`src/rtl/boe_feeder.sv`:
```
// boe_feeder: upstream feeder for the BOE scoring block.
// Collects bytes from a valid/ready source into groups of 1..MAXN, then
// replays each group on data_num/data_in in BOE's slot cadence
// (N data cycles followed by N+2 idle cycles). It holds BOE in reset
// (boe_rst) whenever no complete group is ready at a slot boundary.
// Build option: define BOE_FEEDER_PINGPONG_EN for two fill banks, so the
// next group can fill while the current one streams. The default build
// uses a single bank.

// One group buffer: byte storage plus full flag and closed length.
module boe_feeder_bank #(
    parameter int DW   = 8,
    parameter int MAXN = 6
) (
    input  logic                      clk,
    input  logic                      rst_n,
    input  logic                      wr_en,
    input  logic [2:0]                wr_idx,
    input  logic [DW-1:0]             wr_data,
    input  logic                      close,
    input  logic                      free,
    output logic                      full,
    output logic [2:0]                len,
    output logic [MAXN-1:0][DW-1:0]   bytes
);

    // Byte storage, written at the fill index.
    always_ff @(posedge clk or negedge rst_n) begin
        if (!rst_n)
            bytes <= '0;
        else if (wr_en)
            bytes[wr_idx] <= wr_data;
    end

    // Full flag and length: set on closure, cleared once streamed out.
    always_ff @(posedge clk or negedge rst_n) begin
        if (!rst_n) begin
            full <= 1'b0;
            len  <= 3'd0;
        end else if (close) begin
            full <= 1'b1;
            len  <= wr_idx + 3'd1;
        end else if (free) begin
            full <= 1'b0;
        end
    end

endmodule

module boe_feeder #(
    parameter int DW   = 8,
    parameter int MAXN = 6
) (
    input  logic          clk,
    input  logic          rst_n,
    input  logic          in_valid,
    input  logic [DW-1:0] in_data,
    input  logic          in_last,
    output logic          in_ready,
    output logic [2:0]    data_num,
    output logic [DW-1:0] data_in,
    output logic          boe_rst,
    output logic          launch,
    output logic          underrun
);

`ifdef BOE_FEEDER_PINGPONG_EN
    localparam int NB = 2;
`else
    localparam int NB = 1;
`endif
    // Bank pointers only advance when there is a second bank to go to.
    localparam logic PTR_STEP = (NB == 2);

    typedef enum logic [1:0] {HOLD, STREAM, WAIT} state_t;

    state_t state, state_nx;

    // Fill side
    logic [2:0] wr_idx;
    logic       wptr, wptr_nx;
    logic       accept, close;

    // Read side
    logic       rptr;
    logic [2:0] rd_idx, rd_nx, rd_p1;
    logic [2:0] wcnt, cnt_nx;
    logic [2:0] cur_len, len_nx;
    logic       last_byte, expire, avail, start, free_cur;
    logic [2:0] av_len;
    logic [DW-1:0] av_b0;

    // Registered-output next values
    logic [2:0]    num_nx;
    logic [DW-1:0] din_nx;
    logic          rst_nx, und_nx, rdy_nx;
    logic [1:0]    full_nx;

    // Bank views (two slots; the second is tied off in the single-bank build)
    logic [1:0]                      bk_full;
    logic [1:0][2:0]                 bk_len;
    logic [1:0][MAXN-1:0][DW-1:0]    bk_bytes;

    genvar g;
    generate
        for (g = 0; g < 2; g++) begin : g_bank
            if (g < NB) begin : g_on
                boe_feeder_bank #(.DW(DW), .MAXN(MAXN)) u_bank (
                    .clk     (clk),
                    .rst_n   (rst_n),
                    .wr_en   (accept && (wptr == 1'(g))),
                    .wr_idx  (wr_idx),
                    .wr_data (in_data),
                    .close   (close && (wptr == 1'(g))),
                    .free    (free_cur && (rptr == 1'(g))),
                    .full    (bk_full[g]),
                    .len     (bk_len[g]),
                    .bytes   (bk_bytes[g])
                );
            end else begin : g_off
                assign bk_full[g]  = 1'b0;
                assign bk_len[g]   = 3'd0;
                assign bk_bytes[g] = '0;
            end
        end
    endgenerate

    assign accept = in_valid & in_ready;
    assign close  = accept & (in_last | (wr_idx == 3'(MAXN - 1)));

    // A group closing on this very edge is already eligible for the slot;
    // its length and (for 1-byte groups) its first byte bypass the bank.
    assign avail  = bk_full[rptr] | (close & (wptr == rptr));
    assign av_len = bk_full[rptr] ? bk_len[rptr] : wr_idx + 3'd1;
    assign av_b0  = (!bk_full[rptr] && (wr_idx == 3'd0)) ? in_data
                                                          : bk_bytes[rptr][0];

    assign last_byte = (rd_idx == cur_len - 3'd1);
    assign expire    = (wcnt == cur_len + 3'd1);
    assign rd_p1     = rd_idx + 3'd1;

    // FSM state register.
    always_ff @(posedge clk or negedge rst_n) begin
        if (!rst_n)
            state <= HOLD;
        else
            state <= state_nx;
    end

    // FSM next-state logic.
    always_comb begin
        state_nx = state;
        case (state)
            HOLD:    if (avail) state_nx = STREAM;
            STREAM:  if (last_byte) state_nx = WAIT;
            WAIT:    if (expire) state_nx = avail ? STREAM : HOLD;
            default: state_nx = HOLD;
        endcase
    end

    // FSM output logic: next values for the registered outputs and read side.
    always_comb begin
        start    = 1'b0;
        free_cur = 1'b0;
        und_nx   = 1'b0;
        rst_nx   = 1'b0;
        num_nx   = 3'd0;
        din_nx   = '0;
        rd_nx    = rd_idx;
        cnt_nx   = wcnt;
        len_nx   = cur_len;
        case (state)
            HOLD: begin
                start  = avail;
                rst_nx = ~avail;
            end
            STREAM: begin
                if (last_byte) begin
                    free_cur = 1'b1;
                    cnt_nx   = 3'd0;
                end else begin
                    rd_nx  = rd_p1;
                    din_nx = bk_bytes[rptr][rd_p1];
                end
            end
            WAIT: begin
                if (expire) begin
                    start  = avail;
                    und_nx = ~avail;
                end else begin
                    cnt_nx = wcnt + 3'd1;
                end
            end
            default: rst_nx = 1'b1;
        endcase
        if (start) begin
            num_nx = av_len;
            din_nx = av_b0;
            rd_nx  = 3'd0;
            len_nx = av_len;
        end
    end

    // in_ready looks ahead at bank occupancy after this edge's close/free.
    always_comb begin
        full_nx = bk_full;
        if (close)
            full_nx[wptr] = 1'b1;
        if (free_cur)
            full_nx[rptr] = 1'b0;
        wptr_nx = close ? (wptr ^ PTR_STEP) : wptr;
        rdy_nx  = ~full_nx[wptr_nx];
    end

    // Fill index and bank pointers.
    always_ff @(posedge clk or negedge rst_n) begin
        if (!rst_n) begin
            wr_idx <= 3'd0;
            wptr   <= 1'b0;
            rptr   <= 1'b0;
        end else begin
            if (accept)
                wr_idx <= close ? 3'd0 : wr_idx + 3'd1;
            wptr <= wptr_nx;
            if (free_cur)
                rptr <= rptr ^ PTR_STEP;
        end
    end

    // Read index, WAIT counter and current group length.
    always_ff @(posedge clk or negedge rst_n) begin
        if (!rst_n) begin
            rd_idx  <= 3'd0;
            wcnt    <= 3'd0;
            cur_len <= 3'd0;
        end else begin
            rd_idx  <= rd_nx;
            wcnt    <= cnt_nx;
            cur_len <= len_nx;
        end
    end

    // Registered outputs.
    always_ff @(posedge clk or negedge rst_n) begin
        if (!rst_n) begin
            in_ready <= 1'b1;
            data_num <= 3'd0;
            data_in  <= '0;
            boe_rst  <= 1'b1;
            launch   <= 1'b0;
            underrun <= 1'b0;
        end else begin
            in_ready <= rdy_nx;
            data_num <= num_nx;
            data_in  <= din_nx;
            boe_rst  <= rst_nx;
            launch   <= start;
            underrun <= und_nx;
        end
    end

endmodule

```
`config.mk`:
```
export PLATFORM = sky130hd
export DESIGN_NAME = boe_feeder
export DESIGN_NICKNAME = d
export VERILOG_FILES = /design/src/rtl/boe_feeder.sv
export SDC_FILE = /design/constraint.sdc
export NUM_CORES = 1
export LEC_CHECK = 0
export ABC_AREA = 1
export ABC_CLOCK_PERIOD_IN_PS = 4300
export CAP_MARGIN = 15
export CORE_UTILIZATION = 40
export DETAILED_ROUTE_END_ITERATION = 16
export GPL_TIMING_DRIVEN = 0
export PLACE_DENSITY = 0.59
export SYNTH_ARGS = -nofsm -noshare
export SYNTH_HDL_FRONTEND = slang
export SYNTH_SLANG_ARGS = --single-unit
export TNS_END_PERCENT = 5
```
`constraint.sdc`:
```
create_clock -name clk -period 4.3 [get_ports clk]
set_input_delay 0.645 -clock clk [delete_from_list [all_inputs] [get_ports clk]]
set_output_delay 0.645 -clock clk [all_outputs]
set_load 0.05 [all_outputs]
```
== After elaboration in Yosys (flattened, before gate mapping) ==
Cells that the tools add are included.

* $add $sub $neg: 5
* Order comparisons: 3
* Equality and inequality tests: 10
* Muxes and demuxes: 34
* Bitwise logic cells: 6
* Reductions and logical operators: 12

{| class="wikitable"
|+ Operator list
! operator !! number
|-
| $bwmux W48 || 1
|-
| $mux W8 || 6
|-
| $bmux W8 S3 || 1
|-
| $demux W8 S3 || 1
|-
| $mux W3 || 8
|-
| $add A3 B1 Y3 const B || 4
|-
| $mux W1 || 10
|-
| $lt A3 B4 Y1 const B || 2
|-
| $ne A2 B2 Y1 const B || 4
|-
| $eq A3 B3 Y1 || 2
|-
| $mux W2 || 3
|-
| $pmux W2 S3 || 1
|-
| $pmux W3 S2 || 1
|-
| $reduce_and A3 Y1 || 2
|-
| $reduce_bool A2 Y1 || 3
|-
| $pmux W1 S2 || 2
|-
| $eq A3 B3 Y1 const B || 1
|-
| $ge A3 B1 Y1 const B || 1
|-
| $logic_not A3 Y1 || 1
|-
| $sub A3 B1 Y3 const B || 1
|-
| $and A1 B1 Y1 || 2
|-
| $eq A2 B1 Y1 const B || 1
|-
| $eq A2 B2 Y1 const B || 1
|-
| $logic_and A1 B1 Y1 || 2
|-
| 7 further kinds || 9
|}

* Register bits: 81
* Input port bits: 12
* Output and inout port bits: 15

== Longest topological paths before layout ==
Gate-level depths: netlist (run 1).

* Depth after elaboration: 8
* Depth in mapped cells: 12
* Mapped depth without buffers: 12

== Cells and area by module ==
From an unflattened synthesis (run 1), not the netlist that was laid out.

* Cells, all modules: 541
* Area, all modules: 4190.3 µm²

{| class="wikitable"
|+ Modules (own cells, without submodules)
! module !! times used !! cells each !! area each (µm²) !! sequential area each (µm²)
|-
| boe_feeder || 1 || 308 || 2104.5 || 728.2
|-
| boe_feeder_bank || 1 || 233 || 2085.8 || 1301.2
|}

== Worst setup path after synthesis (run 1) ==
Ideal clock, no wire load.

* Path type: register to register
* From: register in_ready
* To: register g_bank[0].g_on.u_bank.bytes[14] (netlist bit)
* Library setup time: 128 ps
* Arrival time: 1479 ps
* Slack: 2693 ps
* Stages on the path, launching flop included: 7
* Buffers on the path: 1
* Period minus slack after synthesis: 1607 ps
* Cell sequence: dfstp_2 -> nand2_1 -> nor2_1 -> nand2_1 -> buf_2 -> nand2_1 -> o21ai_0

* Longest elaborated chain between the ends: 1

{| class="wikitable"
|+ RTL lines
! item !! RTL line !! source
|-
| start, declared || 59 || <nowiki>output logic in_ready,</nowiki>
|-
| start signal, assigned || 253 || <nowiki>in_ready <= rdy_nx;</nowiki>
|-
| $and A1 B1 Y1 || 128 || <nowiki>assign accept = in_valid & in_ready;</nowiki>
|-
| end signal, assigned by index || 32 || <nowiki>bytes[wr_idx] <= wr_data;</nowiki>
|-
| end, declared || 24 || <nowiki>output logic [MAXN-1:0][DW-1:0] bytes</nowiki>
|}

No other way between the ends.
A chain may end at the register's enable or synchronous reset.

== Worst setup path in the final report (run 1) ==
* From: register in_ready
* To: output in_ready

No word-level cell between the ends.

==> results of run 1 <==
## area by class of cell
type / count / area, um^2
Tap cell: 129 / 161.4
Multi-Input combinational cell: 340 / 1562
Buffer: 16 / 96.34
Clock buffer: 10 / 127.6
Fill cell: 968 / 4801
Timing Repair Buffer: 27 / 277.8
Inverter: 39 / 146.4
Clock inverter: 6 / 82.58
Sequential cell: 81 / 2029
## cell families (layout without fill, tap and decap cells)
logic type      count (synthesis)  in the layout  share of synthesized area (%)
buf+inv                        55             98                          6.332
compound gates                 92             92                          12.56
xor+xnor                        6              6                          1.567
simple gates                  235            235                          24.31
flops                          81             81                          52.94
fa+ha+maj                       7              7                          2.284
## layout by cell type (no fill, tap or decap), drive strengths merged
cell type,netlist,layout
ha,7,7
clkinvlp,0,1
nor3,2,2
dfstp,2,2
dfrtp,79,79
xnor2,4,4
xor2,2,2
clkinv,0,3
nand3,28,28
nand2,140,140
bufinv,0,2
a21oi,4,4
inv,39,39
buf,14,16
o211ai,7,7
clkdlybuf4s50,0,25
nor2,65,65
clkbuf,2,12
o21ai,81,81
## path summary, 6_finish.rpt
path | start | endpoint | slack [ns] | cells after the start
max in group asynchronous | rst_n | in_ready | 3.38 | 2
min in group clk | g_bank[0].g_on.u_bank.bytes[25] | g_bank[0].g_on.u_bank.bytes[25] | 0.49 | 2
setup / recovery | in_ready | in_ready | 1.98 | 1
hold / removal | rst_n | wcnt[2] | 0.26 | 1
hold reg to reg | g_bank[0].g_on.u_bank.bytes[25] | g_bank[0].g_on.u_bank.bytes[25] | 0.49 | 2
setup reg to reg | rd_idx[0] | data_in[4] | 2.40 | 8
## state kept, by name (all words and copies together), names as in the netlist
signal	count
underrun	1
in_ready	1
data_num	3
g_bank.g_on.u_bank.len	3
cur_len	3
data_in	8
rd_idx	3
state	2
g_bank.g_on.u_bank.full	1
wr_idx	3
g_bank.g_on.u_bank.bytes	48
launch	1
boe_rst	1
wcnt	3
## metrics by stage
| step | hold slack [ns] | total power [mW] | setup TNS (ns) | utilization [%] | instance area, um^2 |
|---|---|---|---|---|---|
| 4_1_cts | 0.2771 | 3.656 | 0 | 48.29 | 4483 |
| 2_1_floorplan | 0.3494 | 2.526 | 0 | - | 3834 |
| 3_5_place_dp | 0.4743 | 3.051 | 0 | 46.02 | 4273 |
| 3_3_place_gp | 0.4659 | 3.020 | -22.12 | 45.84 | 4255 |
| 6_report | 0.2594 | 3.643 | 0 | 48.29 | 4483 |
| 5_1_grt | 0.2924 | 3.969 | 0 | 48.29 | 4483 |
## per-layer routing
layer	global-route usage [%]	vias to the layer above	share of wire (%)
met1	29.45	1494	49
met4	7.692	0	2.0
met2	31.09	84	45
li1	-	1597	-
met3	3.343	16	3.9
met5	0	-	0
## power groups by stage
stage	combinational, mW	sequential, mW	clock (mW)
floorplan	1.10	1.43	0
global placement	1.72	1.30	0
detailed placement	1.74	1.31	0
CTS	1.75	1.29	0.614
global route	1.98	1.34	0.651
finish	1.75	1.30	0.602
==> metrics.md, run 1 <==
| Metric | Value |
|---|---|
| Antenna violations before repair | 0 |
| Post-DP HPWL | 6.828 mm |
| Post-DRT Antenna Nets | 0 |
| Post-synth top area cell | dfrtp_1 |
| Fin. Hold Viols | 0 |
| DP Cell Count | 632 |
| Final Max Tran Viols | 0 |
| All-Layer GR Usage | 20.47% |
| Switch Pwr | 1.633 mW |
| RSZ-0062 raised after global routing | false |
| Root Driver | clkbuf_8 |
| Routed WL | between 9 and 10 mm |
| VDD IR max | 229.5 uV |
| Post-synth top area share | 51.57% |
| Total clock sinks | 81 |
| Syn nets | 495 |
| Largest net degree at the start of global routing | 42 |
| Top cells by area, synth | dfrtp_1, nand2_1, o21ai_0 |
| WP data arrival | 1.67 ns |
| Crit-path max cell delay | 0.79 ns |
| Drt first pass iters | 5 |
| CTS tree | done |
| Post CTS Setup Buffer Count | 0 |
| Clock group share of total power | between 15 and 20% |
| Port Buffers | 26 |
| Combinational share of power | 47.9% |
| Number of diodes | 0 |
| DR WL/cell | about 14 um |
| First-pass GRT wire length | 15.51 mm |
| Residual DRC | 0 |
| Post-synth EDFFs | 0 |
| Internal power | roughly 2.0 mW |
| Fin crit period | 2.318 ns |
| CTS clock-pin slew for the worst setup and hold paths | 0.08 ns |
| Final worst setup slack | ~2.0 ns |
| Critical path's top delay family | buffers and inverters |
| Worst Path Buf+Inv | 1 |
| Synth Instances | 476 |
| Pre-CTS setup slack | 1.969 ns |
| DR iter-0 viols | 196 |
| Crit path cell chain | clkdlybuf4s50_1 |
| CP startpoint kind | register |
| Initial core utilization | around two fifths |
| Yosys reg bits | 81 |
| Max_slew headroom | 62.75% |
| Finished Layout Cells | 648 |
| Asr flop ratio synth | 100.0% |
| I/O pin cnt | 27 |
| Num CTS Buffers | 9 |
| Clock Tree Buf Depth | 2 |
| Post-CTS Resized | 0 |
| Global route total overflow | 0 |
| Pwr Density | 812.6 mW/mm^2 |
| Type of the worst setup path | register to primary output |
| Number of max-cap violations | 0 |
| Flop pwr share | 35.6% |
| Syn Std Cell Area | around 0.0038 mm^2 |
| Hold Buf Count CTS | 0 |
| Ys Warns | 0 |
| Pleak | around 2.2 nW |
| Area growth, synth to finish | 16.94% |
| Die width | 99.90 um |
| Routed via count | 3191 |
| Synth cell types | 24 |
| CP Max Fanout | 2 |
| Run status | finished, final reports clean |
| Least-Margin Pin Slew | 0.5568 ns |
| GPL Wtd Cong | 0.8420 |
| Slowest library cell on the worst path | clkdlybuf4s50_1 |
| Std-Cell Rows | 35 |
| Seq/Total Area, Yosys | 52.94% |
| Die Area | about 0.010 mm^2 |
| H-tree levels | 3 |
| Final setup viols | 0 |
| Vias/cell | 4.924 |
| Most common cell in the netlist | nand2_1 |
| Share of cells above drive strength 1 | 7.514% |
| List of most frequent post-synthesis cells | nand2_1, o21ai_0, dfrtp_1 |
| Required @ worst endpoint | 3.65 ns |
| Top_reg_cell synth | dfrtp_1 |
| Max Freq | 431.4 MHz |
| Vias in the first global route | around 3000 |
| Switch share | 44.83% |
| Min-Delay Path Class | input pin to asynchronous set/reset pin |
| CP endpoint kind | primary output |
| Nets | 533 |
| Die Span Y | 99.90 um |
| Core outline area | 0.009284 mm^2 |
| Final setup skew | 0.009357 ns |
| Clk_lat worst skew | 0.36 ns |
| Syn Area/Cell | 8.054 um^2 |
| Final period utilization | 53.91% |
Power figures use the tool's default switching activity.
==> run 2: changes to the inputs <==
Settings changed: ABC_CLOCK_PERIOD_IN_PS 4300 to 1900, PLACE_DENSITY 0.59 to 0.61.
Clock period 4.3 ns to 1.9 ns, I/O delays scaled along.
==> run 2 against run 1 <==
Wire length down 4.1%. Global-route usage down 0.48 points. Clock power up 110%. Register-to-register slack worse by 2.3 ns. Critical endpoint is now g_bank[0].g_on.u_bank.bytes[31]. Cell count unchanged. Critical path depth up 4. Utilization up 0.16 points. Setup slack worse by 1.9 ns. Highest routed layer unchanged. Worst hold slack better by 0.17 ns. Largest cell class unchanged.
==> metrics.md, run 2 (same netlist as run 1, synthesis figures left out) <==
| Metric | Value |
|---|---|
| Post CTS Setup Buffer Count | 0 |
| Post-DRT Antenna Nets | 0 |
| H-tree levels | 3 |
| Num CTS Buffers | 9 |
| Share of cells above drive strength 1 | 8.478% |
| WP data arrival | 2.04 ns |
| Pwr Density | 1818 mW/mm^2 |
| I/O pin cnt | 27 |
| CP startpoint kind | register |
| Die width | between 90 and 100 um |
| CP endpoint kind | register |
| Final core occ | between 40% and 50% |
| Root Driver | clkbuf_8 |
| Clk_lat worst skew | 0.36 ns |
| Largest register FFs | 48 |
| Top Registers | g_bank.g_on.u_bank.bytes (48), data_in (8) |
| Port Buffers | 26 |
| Run status | finished, final reports clean |
| GPL Wtd Cong | 0.8454 |
| Post-DP HPWL | between 6 and 7 mm |
| Final Max Tran Viols | 0 |
| CP startpoint | in_ready |
| Fin. Hold Viols | 0 |
| Number of max-cap violations | 0 |
| Clock Tree Buf Depth | 2 |
| Routed WL | 8.985 mm |
| DR WL/cell | 13.87 um |
| Final period utilization | 93.58% |
| Std-Cell Rows | 35 |
| Final setup skew | 0.01266 ns |
| Min-Delay Path Class | input pin to asynchronous set/reset pin |
| Initial core utilization | 41.29% |
| Finished Layout Cells | 648 |
| Total clock sinks | 81 |
| Final setup viols | 0 |
| Core outline area | 0.009284 mm^2 |
| CTS tree | done |
| Die Span Y | about 100 um |
| DP Cell Count | 632 |
| Die Area | about 0.010 mm^2 |
| Routed via count | between 3000 and 4000 |
| CTS clock-pin slew for the worst setup and hold paths | 0.08 ns |
| First-pass GRT wire length | between 15 and 20 mm |
| Biggest register | g_bank.g_on.u_bank.bytes |
| Vias/cell | 4.941 |
| Antenna violations before repair | 0 |
| Max Freq | roughly 560 MHz |
| DR iter-0 viols | 185 |
| Number of diodes | 0 |
| CP Max Fanout | 10 |
| Leading cell types in the layout, fill and taps excluded | nand2_1, o21ai_0, dfrtp_1 |
| Area growth, synth to finish | 17.33% |
| Required @ worst endpoint | 2.17 ns |
| VDD IR max | 622.6 uV |
| Fin crit period | 1.778 ns |
| Commonest non-fill, non-tap cell in the layout | nand2_1 |
| All-Layer GR Usage | between 10% and 20% |
| Area after DPL | 0.004280 mm^2 |
| Final instance area | 0.004498 mm^2 |
| Residual DRC | 0 |
| Type of the worst setup path | register to register |
| Max_slew headroom | 66.67% |
| Nets | between 500 and 600 |
| Least-Margin Pin Slew | 0.4976 ns |
| Worst reg2reg startpoint | in_ready |
| Pleak | 2.230 nW |
| Drt first pass iters | 5 |
| Global route total overflow | 0 |
| Vias in the first global route | 2975 |
| Largest net degree at the start of global routing | 49 |
run 2: where the power goes:
part / total (mW) / switching [mW] / internal (mW)
Clock: 1.27 / 0.631 / 0.639
Combinational: 3.99 / 2.63 / 1.37
Sequential: 2.92 / 0.460 / 2.46
Total: 8.18 / 3.72 / 4.46
run 2: metrics by stage:
step / power [mW] / TNS [ns] / setup slack (ns) / hold WS, ns
finish: 8.178 / 0 / 0.1219 / 0.4252
global route: 8.923 / -0.002353 / -0.002353 / 0.4635
global placement: 6.814 / -187.61 / -2.342 / 0.4674
detailed placement: 6.903 / -0.6503 / -0.07422 / 0.2721
floorplan: 5.716 / 0 / 0.2932 / -0.01059
CTS: 8.163 / 0 / 0.03048 / 0.4263
run 2: cell type report:
type | instances | area, um^2
flip-flops and latches | 81 | 2031
well taps | 129 | 161.4
clock inverters | 5 | 55.05
repair buffers | 28 | 292.8
clock buffers | 11 | 141.4
multi-input cells | 340 | 1574
plain buffers | 15 | 92.59
inverters | 39 | 150.1
fillers | 950 | 4786
run 2: layer usage:
| metal | GRT usage (%) | up-vias | wire length (um) |
|---|---|---|---|
| met1 | 28.97 | 1522 | 4443 |
| met4 | 7.014 | 0 | 141 |
| met5 | 0 | - | 0 |
| met3 | 3.900 | 10 | 455 |
| met2 | 29.87 | 77 | 3945 |
| li1 | - | 1593 | - |
run 2: repair_timing:
item,in CTS,in global routing
hold endpoints to repair,32,0
endpoints found under the setup margin,6,18
pin swaps,0,0
hold buffers,1,0
gates resized for setup,2,5
run 2: worst paths after layout:
path	to	depth (start not counted)	slack, ns
max in group asynchronous	in_ready	3	0.84
min	wcnt[2]	2	0.43
min reg2reg	g_bank[0].g_on.u_bank.len[0]	2	0.49
min in group clk	g_bank[0].g_on.u_bank.len[0]	2	0.49
max reg2reg	g_bank[0].g_on.u_bank.bytes[31]	5	0.12
max	g_bank[0].g_on.u_bank.bytes[31]	5	0.12
run 2: worst max-delay path, cell delays in order (launching register included):
cell and delay, ns:
dfstp_2 0.53, nand2_1 0.13, nor2_1 0.27, nand2_1 0.30, buf_2 0.28, o21ai_0 0.18
==> run 3: changes to the inputs <==
Settings changed: ABC_CLOCK_PERIOD_IN_PS 1900 to 1800, PLACE_DENSITY 0.61 to 0.59.
Clock period 1.9 ns to 1.8 ns, I/O delays scaled along.
==> run 3 against run 2 <==
Critical path depth down 4. Worst hold slack improved by 0.0036 ns. Clock skew is 0.0051 ns lower. Setup slack got worse by 0.076 ns. Highest routed layer unchanged. Count of clock-buffer cells in the layout shrank 1. Clock power up 13%. Wire length is 5.7% higher. Sequential power up 7%. Die area did not move. Largest power group unchanged.
==> metrics.md, run 3 (same netlist as run 1, synthesis figures left out) <==
| Metric | Value |
|---|---|
| Run status | finished, final reports clean |
| CTS clock-pin slew for the worst setup and hold paths | approximately 0.080 ns |
| Pwr Total | 8.984 mW |
| Final worst setup slack | 0.04585 ns |
| Max Freq | about 570 MHz |
| DR WL/cell | 14.50 um |
| Share of cells above drive strength 1 | 11.03% |
| Routed WL | 9.496 mm |
| CTS tree | done |
| Min-Delay Path Class | input pin to asynchronous set/reset pin |
| Largest register FFs | 48 |
| Core outline area | 0.009284 mm^2 |
| Worst Path Buf+Inv | 1 |
| Residual DRC | 0 |
| Std-Cell Rows | 35 |
| Global route total overflow | 0 |
| Die width | 99.90 um |
| Pwr Density | approximately 2000 mW/mm^2 |
| Crit path cell chain | clkdlybuf4s50_1 |
| RR Endpoint | data_in[3] |
| R2r setup slk | 0.12 ns |
| Max_slew headroom | ~64% |
| Root Driver | clkbuf_8 |
| Total clock sinks | 81 |
| Pleak | 2.317 nW |
| Slowest library cell on the worst path | clkdlybuf4s50_1 |
| Top Registers | g_bank.g_on.u_bank.bytes (48), data_in (8) |
| Die Span Y | approximately 100 um |
| Final period utilization | between 90% and 100% |
| All-Layer GR Usage | around 20% |
| Fin crit period | between 1.5 and 2 ns |
| VDD IR max | 624.3 uV |
| Leading cell types in the layout, fill and taps excluded | nand2_1, o21ai_0, dfrtp_1 |
| Post-DP HPWL | 6.828 mm |
| WP data arrival | ~1.5 ns |
| RSZ-0062 raised after global routing | true |
| Biggest register | g_bank.g_on.u_bank.bytes |
| CP startpoint | data_in[6] |
| Number of diodes | 0 |
| Post-DRT Antenna Nets | 0 |
| Clock Tree Buf Depth | 2 |
| Fin. Hold Viols | 0 |
| CP endpoint kind | primary output |
| Crit-path max cell delay | 0.80 ns |
| Antenna violations before repair | 0 |
| Final Max Tran Viols | 0 |
| H-tree levels | 3 |
| Final setup skew | 0.007562 ns |
| Final setup viols | 0 |
| CP Capture Point | data_in[6] |
| Drt first pass iters | 5 |
| Worst-case reg-to-reg path depth | 7 |
| Area growth, synth to finish | 20.10% |
| Final setup TNS | 0 ns |
| Die Area | 0.009980 mm^2 |
| Hold_ws | 0.4288 ns |
| Worst reg2reg startpoint | rd_idx[0] |
| Least-Margin Pin Slew | between 0.5 and 0.6 ns |
| Vias/cell | 4.931 |
| Num CTS Buffers | 9 |
| Initial core utilization | 41.29% |
| Routed via count | between 3000 and 4000 |
| Type of the worst setup path | register to primary output |
| DP Cell Count | 632 |
| Critical path's top delay family | buffers and inverters |
| Nets | 540 |
| CP startpoint kind | register |
| Finished Layout Cells | between 600 and 700 |
| Vias in the first global route | 3001 |
| First-pass GRT wire length | 15.51 mm |
| Commonest non-fill, non-tap cell in the layout | nand2_1 |
| Number of max-cap violations | 0 |
| Port Buffers | 26 |
| CP Max Fanout | 1 |
| Clk_lat worst skew | 0.35 ns |
| Largest net degree at the start of global routing | 42 |
| GPL Wtd Cong | approximately 0.84 |
| Required @ worst endpoint | roughly 1.5 ns |
| Crit path depth | 1 |
| Pre-CTS setup slack | -0.1562 ns |
| DR iter-0 viols | between 200 and 250 |
| I/O pin cnt | 27 |
==> run 3: cell type report <==
cell class                 count  area (um^2)
tap                          129        161.4
timing repair buffer          34        335.3
fill                         958         4679
clock buffer                  10        127.6
buffer                        16        103.9
sequential                    81         2031
clock inverter                 6        82.58
multi-input combinational    340         1617
inverter                      39        146.4
==> run 3: metrics by stage <==
stage,utilization (%),instance area [um^2]
final,49.60,4604
after global placement,45.84,4255
after floorplan,-,3834
after CTS,48.40,4493
after global routing,49.60,4604
after detailed placement,46.02,4273
==> run 3: per-layer routing <==
metal,up-vias,routed length (um),GRT usage (%)
met2,95,4360,31.09
li1,1613,-,-
met4,0,157,7.692
met5,-,0,0
met1,1508,4585,29.45
met3,14,393,3.343
==> run 3: power breakdown <==
part	switching, mW	internal, mW	total [mW]
registers	0.514	2.59	3.11
clock network	0.662	0.775	1.44
logic	2.84	1.60	4.44
==> run 3: how the worst min path moves through the flow <==
stage,to,slack [ns],startpoint
after floorplan,cur_len[0],-0.03,rst_n
after global placement,g_bank[0].g_on.u_bank.bytes[30],0.47,g_bank[0].g_on.u_bank.bytes[30]
after detailed placement,wcnt[2],0.29,rst_n
after CTS,wcnt[2],0.44,rst_n
after global routing,wcnt[2],0.47,rst_n
final,wcnt[2],0.43,rst_n
==> run 3: timing repair <==
action / CTS / global route
pin swaps: 0 / 2
buffers inserted: 0 / 6
gates resized for setup: 4 / 17
endpoints found under the setup margin: 10 / 41
endpoints found under the hold margin: 39 / 0
hold buffers: 1 / 0
